**src/rtl/blake2_pkg.sv**
```systemverilog
// Shared Blake2s block-buffer constants, FSM state type and byte-lane helper.
package blake2_pkg;

  localparam int BLOCK_BYTES = 64;
  localparam int T_W         = 64;
  localparam int BLOCK_W     = BLOCK_BYTES * 8;
  localparam int IDX_W       = 6;

  typedef enum logic {
    FILL = 1'b0,
    HOLD = 1'b1
  } state_e;

  // Bit offset of byte idx inside the little-endian packed block.
  function automatic logic [8:0] byte_lane(input logic [IDX_W-1:0] idx);
    return {idx, 3'b000};
  endfunction

endpackage

```
**src/rtl/blake2s_block_buffer.sv**
```systemverilog
// Gathers indexed message bytes into a zero-padded 64-byte Blake2s block, derives
// t and the final flag, and hands the block to the compressor over valid/ready.
module blake2s_block_buffer
  import blake2_pkg::*;
(
  input  logic               clk,
  input  logic               nreset,
  input  logic               data_v_i,
  input  logic [7:0]         data_i,
  input  logic [IDX_W-1:0]   data_idx_i,
  input  logic               block_first_i,
  input  logic               block_last_i,
  input  logic               empty_msg_i,
  input  logic [7:0]         kk_i,
  input  logic [T_W-1:0]     ll_i,
  output logic               ready_o,
  output logic               block_v_o,
  input  logic               block_ready_i,
  output logic [BLOCK_W-1:0] block_o,
  output logic [T_W-1:0]     t_o,
  output logic               first_o,
  output logic               last_o,
  output logic               overrun_o
);

  state_e             state_q, state_d;
  logic [BLOCK_W-1:0] buf_q, buf_d;
  logic [T_W-1:0]     t_acc_q, t_acc_d;
  logic [T_W-1:0]     t_q, t_d;
  logic               got_q, got_d;
  logic               first_q, first_d;
  logic               last_q, last_d;
  logic               overrun_q, overrun_d;

  logic               xfer;
  logic               accept;
  logic               complete;
  logic               empty_ok;
  logic [IDX_W-1:0]   last_idx;
  logic [T_W-1:0]     t_base;

  // Handoff cycle doubles as the first write slot of the next block.
  assign ready_o  = (state_q == FILL) | block_ready_i;
  assign xfer     = (state_q == HOLD) & block_ready_i;
  assign accept   = data_v_i & ready_o;
  assign last_idx = block_last_i ? (ll_i[IDX_W-1:0] - 6'd1) : 6'd63;
  assign complete = accept & (data_idx_i == last_idx);
  assign empty_ok = empty_msg_i & (state_q == FILL) & ~got_q & ~accept;
  assign t_base   = block_first_i ? {T_W{1'b0}} : t_acc_q;

  // NOTE: every variable gets its hold value first so no path leaves it unassigned (no latch).
  always_comb begin
    state_d   = state_q;
    buf_d     = buf_q;
    t_acc_d   = t_acc_q;
    t_d       = t_q;
    got_d     = got_q;
    first_d   = first_q;
    last_d    = last_q;
    overrun_d = overrun_q;

    if (xfer) begin
      buf_d   = '0;
      state_d = FILL;
      got_d   = 1'b0;
    end

    // Placed after the clear so a byte arriving during handoff survives it.
    if (accept) begin
      buf_d[byte_lane(data_idx_i) +: 8] = data_i;
      got_d = 1'b1;
    end

    if ((data_v_i & ~ready_o) | (empty_msg_i & ~empty_ok)) begin
      overrun_d = 1'b1;
    end

    if (complete) begin
      state_d = HOLD;
      got_d   = 1'b0;
      first_d = block_first_i;
      last_d  = block_last_i;
      if (block_last_i) begin
        t_d     = ll_i + ((kk_i != 8'd0) ? T_W'(BLOCK_BYTES) : {T_W{1'b0}});
        t_acc_d = '0;
      end else begin
        t_d     = t_base + T_W'(BLOCK_BYTES);
        t_acc_d = t_base + T_W'(BLOCK_BYTES);
      end
    end else if (empty_ok) begin
      state_d = HOLD;
      t_d     = '0;
      t_acc_d = '0;
      first_d = 1'b1;
      last_d  = 1'b1;
    end
  end

  // NOTE: sequential state uses non-blocking assignment so all flops update together.
  always_ff @(posedge clk) begin
    if (!nreset) begin
      state_q   <= FILL;
      // NOTE: the block storage is reset too, because zero padding depends on it starting clear.
      buf_q     <= '0;
      t_acc_q   <= '0;
      t_q       <= '0;
      got_q     <= 1'b0;
      first_q   <= 1'b0;
      last_q    <= 1'b0;
      overrun_q <= 1'b0;
    end else begin
      state_q   <= state_d;
      buf_q     <= buf_d;
      t_acc_q   <= t_acc_d;
      t_q       <= t_d;
      got_q     <= got_d;
      first_q   <= first_d;
      last_q    <= last_d;
      overrun_q <= overrun_d;
    end
  end

  assign block_v_o = (state_q == HOLD);
  assign block_o   = buf_q;
  assign t_o       = t_q;
  assign first_o   = first_q;
  assign last_o    = last_q;
  assign overrun_o = overrun_q;

endmodule

```
**config.mk**
```make
export PLATFORM = sky130hd
export DESIGN_NAME = blake2s_block_buffer
export DESIGN_NICKNAME = d
export VERILOG_FILES = /design/src/rtl/blake2_pkg.sv /design/src/rtl/blake2s_block_buffer.sv
export SDC_FILE = /design/constraint.sdc
export NUM_CORES = 2
export LEC_CHECK = 0
export CAP_MARGIN = 15
export CORE_AREA = 3 3 280 227
export DETAILED_ROUTE_END_ITERATION = 7
export DIE_AREA = 0 0 283 230
export GPL_TIMING_DRIVEN = 0
export PLACE_DENSITY_LB_ADDON = 0.08
export SYNTH_ARGS = -nofsm -noshare
export SYNTH_HDL_FRONTEND = slang
export SYNTH_SLANG_ARGS = --single-unit
```
**constraint.sdc**
```tcl
create_clock -name clk -period 3.7 [get_ports clk]
set_input_delay 0.74 -clock clk [delete_from_list [all_inputs] [get_ports clk]]
set_output_delay 0.74 -clock clk [all_outputs]
set_load 0.03 [all_outputs]
```
==> reports/metrics.cfg <==
[route]
wire_per_inst_um=25.5
vias=30600
drc_errors=0
ant_nets=0
via_per_inst=5.94
dr.pass1.iters=6
first_iter_violations=4016
drt_wl_total_um=132000

[timing]
hold_violations=0
finalCriticalPeriod_ps=3680
final-setup-viol-count=0
rsz0062_at_grt=yes
worstMarginPinSlew_ps=1290
fmax_ghz=0.272
skew_ps=17.1
finalCritPeriodShare_pct=99.3
final-max-slew-violation-count=0
slew_headroom_pct=13.1

[synth]
synth_warnings=0
ys_types=75
syn_inst=3527
syn_area_um2=27300
ys_dominant_reg_cell=dfxtp_1
async_reset_ff_share_pct=0
synth-seq-cells=645
synth_top_area_share_pct=47.3
syn-mean-instance-area_um2=7.74
synth.most_common_cell=nand2_1
synth_commonest_cells=695 x nand2_1, 645 x dfxtp_1, 624 x nand3_1
synth_edf_count=0
synth_fp_nets=3625
synthTopCellsByArea=dfxtp_1 47%, nand3_1 11%, a21oi_1 11%
ys_seq_area_share_pct=47.3
yosysTopAreaCell=dfxtp_1

[final_layout]
fin_area_um2=37800
area_growth_pct=38.6
final_nets=4370
layout-drive-gt1-share_pct=6.83
final_util_pct=62.1
fin_cells=5153

[place]
gp_congestion=1.01
place_area_um2=35100
dp_cells=5025
dp_hpwl_um=97800
port_buffers=661

[min_path]
hp-start=overrun_o
hp-class=reg -> reg

[clock_network]
path_clk_slew_ps=60
cts_tree=done
clockBufferDepth=3
clkLatencyLatePin_ps=620
numCtsBuffers=66
clkSinkCount=645
clock-root-buffer=clkbuf_16
cts.htree.levels=3

[critical_path]
crit_fanout=10
worstSetupEndpointType=flop
criticalPathCategory=in -> reg
cp_data_arrival_time_ps=4140
critPathLaunch=block_first_i
ff2ff_setup_slack_ps=230
cp.required_ps=4160
r2r_start=t_acc_q[9]
startpoint_type=input port

[power_and_ir_drop]
pwr_density_cell_nw_per_um2=401
peakVddDrop_v=0.000307
p_leak_nw=11.8
finalPower_mw=15.2

[die]
die_h_um=230
fp.dieW_um=283
ios=674
coreArea_um2=60900
start_util_pct=44.8
die_area_um2=65100
rows=81

[grt]
grt-ovfl-total=0
grt_pass1_wl_um=188000
track_usage_pct=38.2
grt_max_degree=15
first_global_vias=27300
antenna_found_initial=3

[job]
maxCapViolCount=0

[outcome]
outcome=finished, final reports clean

state kept, by name, summed over array words and instances (netlist names):
| register | count |
|---|---|
| block_o | 512 |
| block_v_o | 1 |
| first_o | 1 |
| got_q | 1 |
| last_o | 1 |
| overrun_o | 1 |
| t_acc_q | 64 |
| t_o | 64 |
logic make-up (layout without fill, tap and decap cells):
kind of cell,count (synthesis),in the layout,synth area share [%]
other cells,0,1,0
fa+ha+maj,5,5,0.229
simple gates,1700,1700,29.0
xor+xnor,115,115,3.69
mux,3,3,0.115
flops,645,645,47.3
buf+inv,279,1074,3.94
compound gates,780,780,15.7
per-stage QoR:
stage	hold slack, ps	setup TNS [ps]	setup slack [ps]
5_1_grt	480	-3450	-153
2_1_floorplan	430	0	125
3_3_place_gp	438	-735920	-2740
4_1_cts	451	-82.2	-27.8
6_report	451	0	24.1
3_5_place_dp	442	-648210	-2660
critical path: stages:
cell and delay, ps:
clkdlybuf4s15_2 300, clkbuf_8 250, inv_2 110, clkbuf_8 200
clkbuf_8 230, nand2_1 120, inv_1 90, ha_2 240
nand4b_1 210, or2_2 350, clkbuf_4 250, nor3_1 400
xnor2_1 310, a22oi_1 250, a21oi_1 80
per-layer routing:
metal	GRT usage [%]	vias to the layer above	part of all wire, %
met3	11.7	281	12
met4	14.3	4	4.1
met5	0	-	0.016
met1	52.4	14700	41
met2	56.5	1834	43
li1	-	13800	-
timing repair:
action / in CTS / in global routing
resized for setup: 56 / 96
setup buffers: 3 / 10
pin swaps: 3 / 5
hold buffers: 0 / 0
endpoints found under the setup margin: 525 / 533
final cells by class:
| class | count | area [um2] |
|---|---|---|
| antenna | 1 | 2.50 |
| buffer | 251 | 1030 |
| clock buffer | 98 | 1980 |
| clock inverter | 20 | 173 |
| fill | 5574 | 23100 |
| inverter | 23 | 86.3 |
| multi-input combinational | 2603 | 13800 |
| sequential | 645 | 12900 |
| tap | 830 | 1040 |
| timing repair buffer | 682 | 6800 |
cells in the final DEF, fill, tap and decap left out, types with 9 or more instances in the layout:
master,count
or3_1,15
clkinv_2,12
o21ai_0,58
nor2_4,26
clkbuf_16,68
buf_4,17
clkbuf_1,218
a22oi_1,33
inv_1,20
nor3_2,16
clkbuf_2,14
nor3_1,31
a21oi_1,590
nor2b_1,14
nand2_1,690
and3_1,19
and2_1,17
nor2_2,31
nand4_1,35
nand3_1,619
dfxtp_1,645
nor4_1,14
clkbuf_8,20
xnor2_1,77
a221oi_1,9
clkdlybuf4s50_1,660
and4_1,13
a31oi_1,22
xor2_1,34
buf_2,16
nor2_1,95
final timing paths:
path	to	cells after the start
worst max-delay path	t_o[26]	15
worst min-delay path	overrun_o	2
worst max register to register	t_o[41]	8
worst min register to register	overrun_o	2
power breakdown:
group	internal, mW	switching [mW]	leakage, nW
Clock	3.81	3.00	1.07
Combinational	0.358	0.979	5.54
Sequential	6.99	0.0355	5.20
Total	11.2	4.01	11.8
Note: power is estimated with default switching activity, not from simulation.
